==> src/rtl/reg_file_alu_pipe.sv <==
// reg_file_alu_pipe
//   Pipelined register-file + ALU datapath. A 2**ADDR_W x DATA_W register
//   file has two read ports (RA1, RA2) and one write port fed from a
//   one-deep write-back stage. The ALU is combinational in the issue cycle.
//   Result and flags are registered at the end of that cycle, and the result
//   is committed to the register file one edge later. Reads that hit the
//   pending write-back are forwarded from it.
//
// Ports
//   clk              rising-edge clock
//   reset            asynchronous active-low reset
//   in_valid         issue strobe; issue inputs are sampled only when high
//   RA1, RA2         operand A / operand B register addresses
//   WA               destination register address
//   RegWrite         write result to WA (qualified by in_valid)
//   ALUSrc           1 = B is external_data_in, 0 = B is RD2
//   ALUControl       ADD,SUB,AND,OR,XOR,SLL,SRL,PASSB (000..111)
//   external_data_in immediate operand
//   ALUResult        registered result
//   out_valid        ALUResult/Flags were updated by the last edge
//   Flags            registered {Z,N,C,V}
module reg_file_alu_pipe #(
   parameter int DATA_W  = 8,
   parameter int ADDR_W  = 4,
   parameter bit R0_ZERO = 1'b1
) (
   input  logic              clk,
   input  logic              reset,
   input  logic              in_valid,
   input  logic [ADDR_W-1:0] RA1,
   input  logic [ADDR_W-1:0] RA2,
   input  logic [ADDR_W-1:0] WA,
   input  logic              RegWrite,
   input  logic              ALUSrc,
   input  logic [2:0]        ALUControl,
   input  logic [DATA_W-1:0] external_data_in,
   output logic [DATA_W-1:0] ALUResult,
   output logic              out_valid,
   output logic [3:0]        Flags
);

   localparam int DEPTH = 1 << ADDR_W;
   localparam int SH_W  = $clog2(DATA_W);

   logic [DATA_W-1:0] rf [DEPTH];

   // pending write-back stage
   logic              wb_vld;
   logic [ADDR_W-1:0] wb_addr;
   logic [DATA_W-1:0] wb_data;

   // read ports: R0 rule beats forwarding, forwarding beats the array
   logic [ADDR_W-1:0] rd_addr [2];
   logic [DATA_W-1:0] rd_data [2];

   assign rd_addr[0] = RA1;
   assign rd_addr[1] = RA2;

   always_comb begin
      for (int p = 0; p < 2; p++) begin
         if (R0_ZERO && rd_addr[p] == '0)
            rd_data[p] = '0;
         else if (wb_vld && wb_addr == rd_addr[p])
            rd_data[p] = wb_data;
         else
            rd_data[p] = rf[rd_addr[p]];
      end
   end

   // ALU
   logic [DATA_W-1:0] op_a, op_b, res;
   logic [SH_W-1:0]   sh;
   logic [DATA_W:0]   sum, diff, shl, shr;
   logic              c_f, v_f;

   assign op_a = rd_data[0];
   assign op_b = ALUSrc ? external_data_in : rd_data[1];
   assign sh   = op_b[SH_W-1:0];
   assign sum  = {1'b0, op_a} + {1'b0, op_b};
   assign diff = {1'b0, op_a} - {1'b0, op_b};   // MSB is the borrow
   // One spare bit on the far side catches the last bit shifted out;
   // it stays 0 for a zero shift.
   assign shl  = {1'b0, op_a} << sh;
   assign shr  = {op_a, 1'b0} >> sh;

   always_comb begin
      res = '0;
      c_f = 1'b0;
      v_f = 1'b0;
      case (ALUControl)
         3'b000: begin
            res = sum[DATA_W-1:0];
            c_f = sum[DATA_W];
            v_f = (op_a[DATA_W-1] == op_b[DATA_W-1]) && (res[DATA_W-1] != op_a[DATA_W-1]);
         end
         3'b001: begin
            res = diff[DATA_W-1:0];
            c_f = diff[DATA_W];
            v_f = (op_a[DATA_W-1] != op_b[DATA_W-1]) && (res[DATA_W-1] != op_a[DATA_W-1]);
         end
         3'b010: res = op_a & op_b;
         3'b011: res = op_a | op_b;
         3'b100: res = op_a ^ op_b;
         3'b101: begin
            res = shl[DATA_W-1:0];
            c_f = shl[DATA_W];
         end
         3'b110: begin
            res = shr[DATA_W:1];
            c_f = shr[0];
         end
         default: res = op_b;
      endcase
   end

   // output registers and write-back stage
   always_ff @(posedge clk or negedge reset) begin
      if (!reset) begin
         ALUResult <= '0;
         Flags     <= '0;
         out_valid <= 1'b0;
         wb_vld    <= 1'b0;
         wb_addr   <= '0;
         wb_data   <= '0;
      end else begin
         out_valid <= in_valid;
         wb_vld    <= in_valid & RegWrite;
         // issue fields only load when qualified, so idle-cycle junk never
         // reaches state
         if (in_valid) begin
            ALUResult <= res;
            Flags     <= {res == '0, res[DATA_W-1], c_f, v_f};
            wb_addr   <= WA;
            wb_data   <= res;
         end
      end
   end

   // register-file commit
   always_ff @(posedge clk or negedge reset) begin
      if (!reset) begin
         for (int i = 0; i < DEPTH; i++) rf[i] <= '0;
      end else if (wb_vld && !(R0_ZERO && wb_addr == '0)) begin
         rf[wb_addr] <= wb_data;
      end
   end

endmodule

==> config.mk <==
export PLATFORM = sky130hd
export DESIGN_NAME = reg_file_alu_pipe
export DESIGN_NICKNAME = d
export VERILOG_FILES = /design/src/rtl/reg_file_alu_pipe.sv
export SDC_FILE = /design/constraint.sdc
export NUM_CORES = 1
export LEC_CHECK = 0
export BUFFER_PORTS_ARGS = -buffer_cell sky130_fd_sc_hd__buf_4
export CORE_MARGIN = 1
export CORE_UTILIZATION = 60
export CTS_CLUSTER_DIAMETER = 80
export CTS_CLUSTER_SIZE = 28
export DETAILED_ROUTE_END_ITERATION = 10
export PLACE_DENSITY_LB_ADDON = 0.08
export SYNTH_ARGS = -nofsm -noshare
export SYNTH_HDL_FRONTEND = slang
export SYNTH_SLANG_ARGS = --single-unit
export TNS_END_PERCENT = 10
==> constraint.sdc <==
create_clock -name clk -period 11.21 [get_ports clk]
set_input_delay 1.121 -clock clk [delete_from_list [all_inputs] [get_ports clk]]
set_output_delay 1.121 -clock clk [all_outputs]
set_load 0.01 [all_outputs]
==> results.md <==
* Status: finished, final reports clean
* Period utilisation layout at 50.7%
* Setup violators final at 0
* Setup TNS at 0 ns
* Antenna violations before repair at 0
* WP data required at 11.54 ns
* Core ar. at 16000 um^2
* Insertion delay to the later sink of the worst-skew pair at 0.43 ns
* Residual DRC at 0
* Crit path time final at 5.68 ns
* CP Buf/Inv Count at 2
* Synth Flop Type: dfrtp_1
* Via count at 7311
* CTS tree: done
* Initial DRC count at 668
* Total wire length at 27.3 mm
* CTS root buf: clkbuf_16
* Post-synth EDFFs at 0
* # rows at 46
* Worst-margin pin slew at 1.39 ns
* Postcts setup bufs at 0
* Syn_nets at 901
* Unrepaired setup endpoints after global routing: false
* Crit path kind: primary input to register
* Layout filler cell count at 1223
* Crit path cell chain: buf_4, mux4_2, nand2_1, nand4_1, o21ai_2, inv_1, ha_1, a21oi_1, o21bai_1, a21oi_1, nor2_1, o41ai_1, mux2i_1, nor3_1, a32o_1, nand4_1, o41ai_2
* IO buf count at 40
* Via/cell ratio at 6.85
* Worst Path Max Fanout at 36
* PD cells at 205 nW/um^2
* Slew Limit Fails at 0
* Yosys warnings at 0
* Arrival @ worst endpoint at 6.01 ns
* Relative slew slack at 7.11%
* Detailed Place HPWL at 18.5 mm
* First-pass GRT wire length at 42.1 mm
* Diode count at 0
* Largest net degree at the start of global routing at 80
* Max IR drop VDD at 0.000137 V
* Die Wd at 130 um
* Skew final at 0.0132 ns
* R2R cell count at 14
* Leakage power at 0.00474 uW
* Fin. Hold Viols at 0
* Critical Path Sink Type: register
* Final worst slack at 5.53 ns
* Routed WL per cell at 25.6 um
* Initial Utilization at 61.7%
* Vias in the first global route at 7086
* H-tree depth at 4
* Clock-pin transition on the worst setup and hold timing paths at 0.06 ns
* Max capacitance violation total at 0
* Area grow syn2layout at 6.92%
* DP Worst Slack at 5.25 ns
* Chip Height at 130 um
* RR Startpoint: wb_addr[0]
* Cell count along the critical path at 17
* Share of cells above drive strength 1 at 31.3%
* Hold depth at 0
* Leading area contributor after synthesis: dfrtp_1
* Max incr delay on CP at 0.60 ns
* Clock sinks at 145
* Hold/Removal Path Class: register to register
* CP Launch Point: RA1[0]
* DRT Pass-1 Iters at 6
* Share of the synthesized area in the top cell type at 36.8%
* TritonCTS Buffers at 17
* Cts hold-fix bufs at 0
* Average size of a mapped cell at 11.7 um^2
* Placer congestion estimate at 1.00
* Yosys reg bits at 145
* Post-synth design cell area at 9870 um^2
* Cell variety after synth at 85
* Slowest cell on the critical path: mux4_2
* Cells after Synth at 845
* CP top delay family: compound AO/OA/AOI/OAI gates
* Startpoint types: primary input
* Max frequency at 0.176 GHz
* Asr flop ratio synth at 100%
* Total congestion overflow at 0
* I/O Pins at 41
* Final nets at 894
* Synth area leaders: dfrtp_1 37%, mux2_2 14%, mux4_2 10%
* Final ANT Viol Nets at 0
* CTS Buffer Depth at 2
* Post-CTS Resized at 0
* All-Layer GR Usage at 34.3%
* Worst hold start: rf[124]
* Die area at 17000 um^2
* Register area share after synthesis at 36.8%
[cells by family (layout without fill, tap and decap cells)]
| logic type | count (synthesis) | in the layout | synth area share (%) |
|---|---|---|---|
| AND/OR/NAND/NOR | 188 | 188 | 8.99 |
| multiplexers | 211 | 211 | 31.4 |
| buffers and inverters | 101 | 107 | 6.11 |
| AO/OA/AOI/OAI | 158 | 158 | 11.8 |
| flip-flops | 145 | 145 | 36.8 |
| adder cells (fa/ha/maj) | 28 | 28 | 3.70 |
| XOR/XNOR | 14 | 14 | 1.24 |
[cells in the mapped netlist (all sizes together), types with 3 or more instances]
master   number
dfrtp       145
mux2        121
mux4         62
nand2        59
nor2         57
clkbuf       38
o21ai        35
inv          31
buf          30
a21oi        28
mux2i        28
ha           26
a22oi        16
xnor2        14
nand3        13
nor3          8
nand2b        7
nor2b         7
o31ai         7
or3           7
o21bai        6
o22ai         6
a211oi        5
a21o          5
a2bb2oi       5
and2          5
nand3b        5
o211ai        5
a211o         4
a22o          4
a221oi        3
a32oi         3
and3          3
nor4          3
o32ai         3
o41ai         3
[per-layer routing]
layer	GRT usage (%)	part of all wire (%)	vias to the layer above
li1	-	-	3160
met1	49.4	43	3741
met5	0	0	-
met2	52.8	47	360
met3	6.44	8.2	50
met4	10.7	2.0	0
[metrics by stage]
step	std cells	cell area [um^2]	utilization [%]	hold slack (ns)	power [uW]
2_1_floorplan	845	9870	-	0.438	1390
3_3_place_gp	1035	9990	62.5	0.377	1580
3_5_place_dp	1035	9990	62.5	0.388	1610
4_1_cts	1067	10600	66.0	0.402	2160
5_1_grt	1067	10600	66.0	0.411	2280
6_report	1067	10600	66.0	0.401	2160
[cell usage in the layout (no fill, tap or decap), drive strengths merged, types with 8 or more instances in the layout]
master	Yosys	final
a21oi	28	28
a22oi	16	16
buf	30	44
clkbuf	38	18
dfrtp	145	145
ha	26	26
inv	31	37
mux2	121	121
mux2i	28	28
mux4	62	62
nand2	59	59
nand3	13	13
nor2	57	57
nor3	8	8
o21ai	35	35
xnor2	14	14
[cell type report]
type	instances	area, um^2	share of cell area (%)
clock buffers	18	439	4.16
clock inverters	14	124	1.17
inverters	31	119	1.13
multi-input cells	599	5640	53.4
flip-flops and latches	145	3630	34.4
well taps	216	270	2.56
repair buffers	44	334	3.16
[registers in the layout, indices dropped and copies added, names as in the netlist]
name,cells
Flags,4
out_valid,1
rf,128
wb_addr,4
wb_data,7
wb_vld,1
[where the power goes]
group | internal (uW) | switching (uW) | total [uW]
clock network | 296 | 245 | 542
registers | 687 | 161 | 848
logic | 400 | 373 | 773
total | 1380 | 779 | 2160
[final timing paths]
check,endpoint,slack (ns)
max,Flags[3],5.53
min,rf[124],0.40
max reg2reg,Flags[3],6.49
min reg2reg,rf[124],0.40
max in group asynchronous,wb_data[6],9.16
min in group asynchronous,rf[106],0.73
Note: power is estimated with default switching activity, not from simulation.
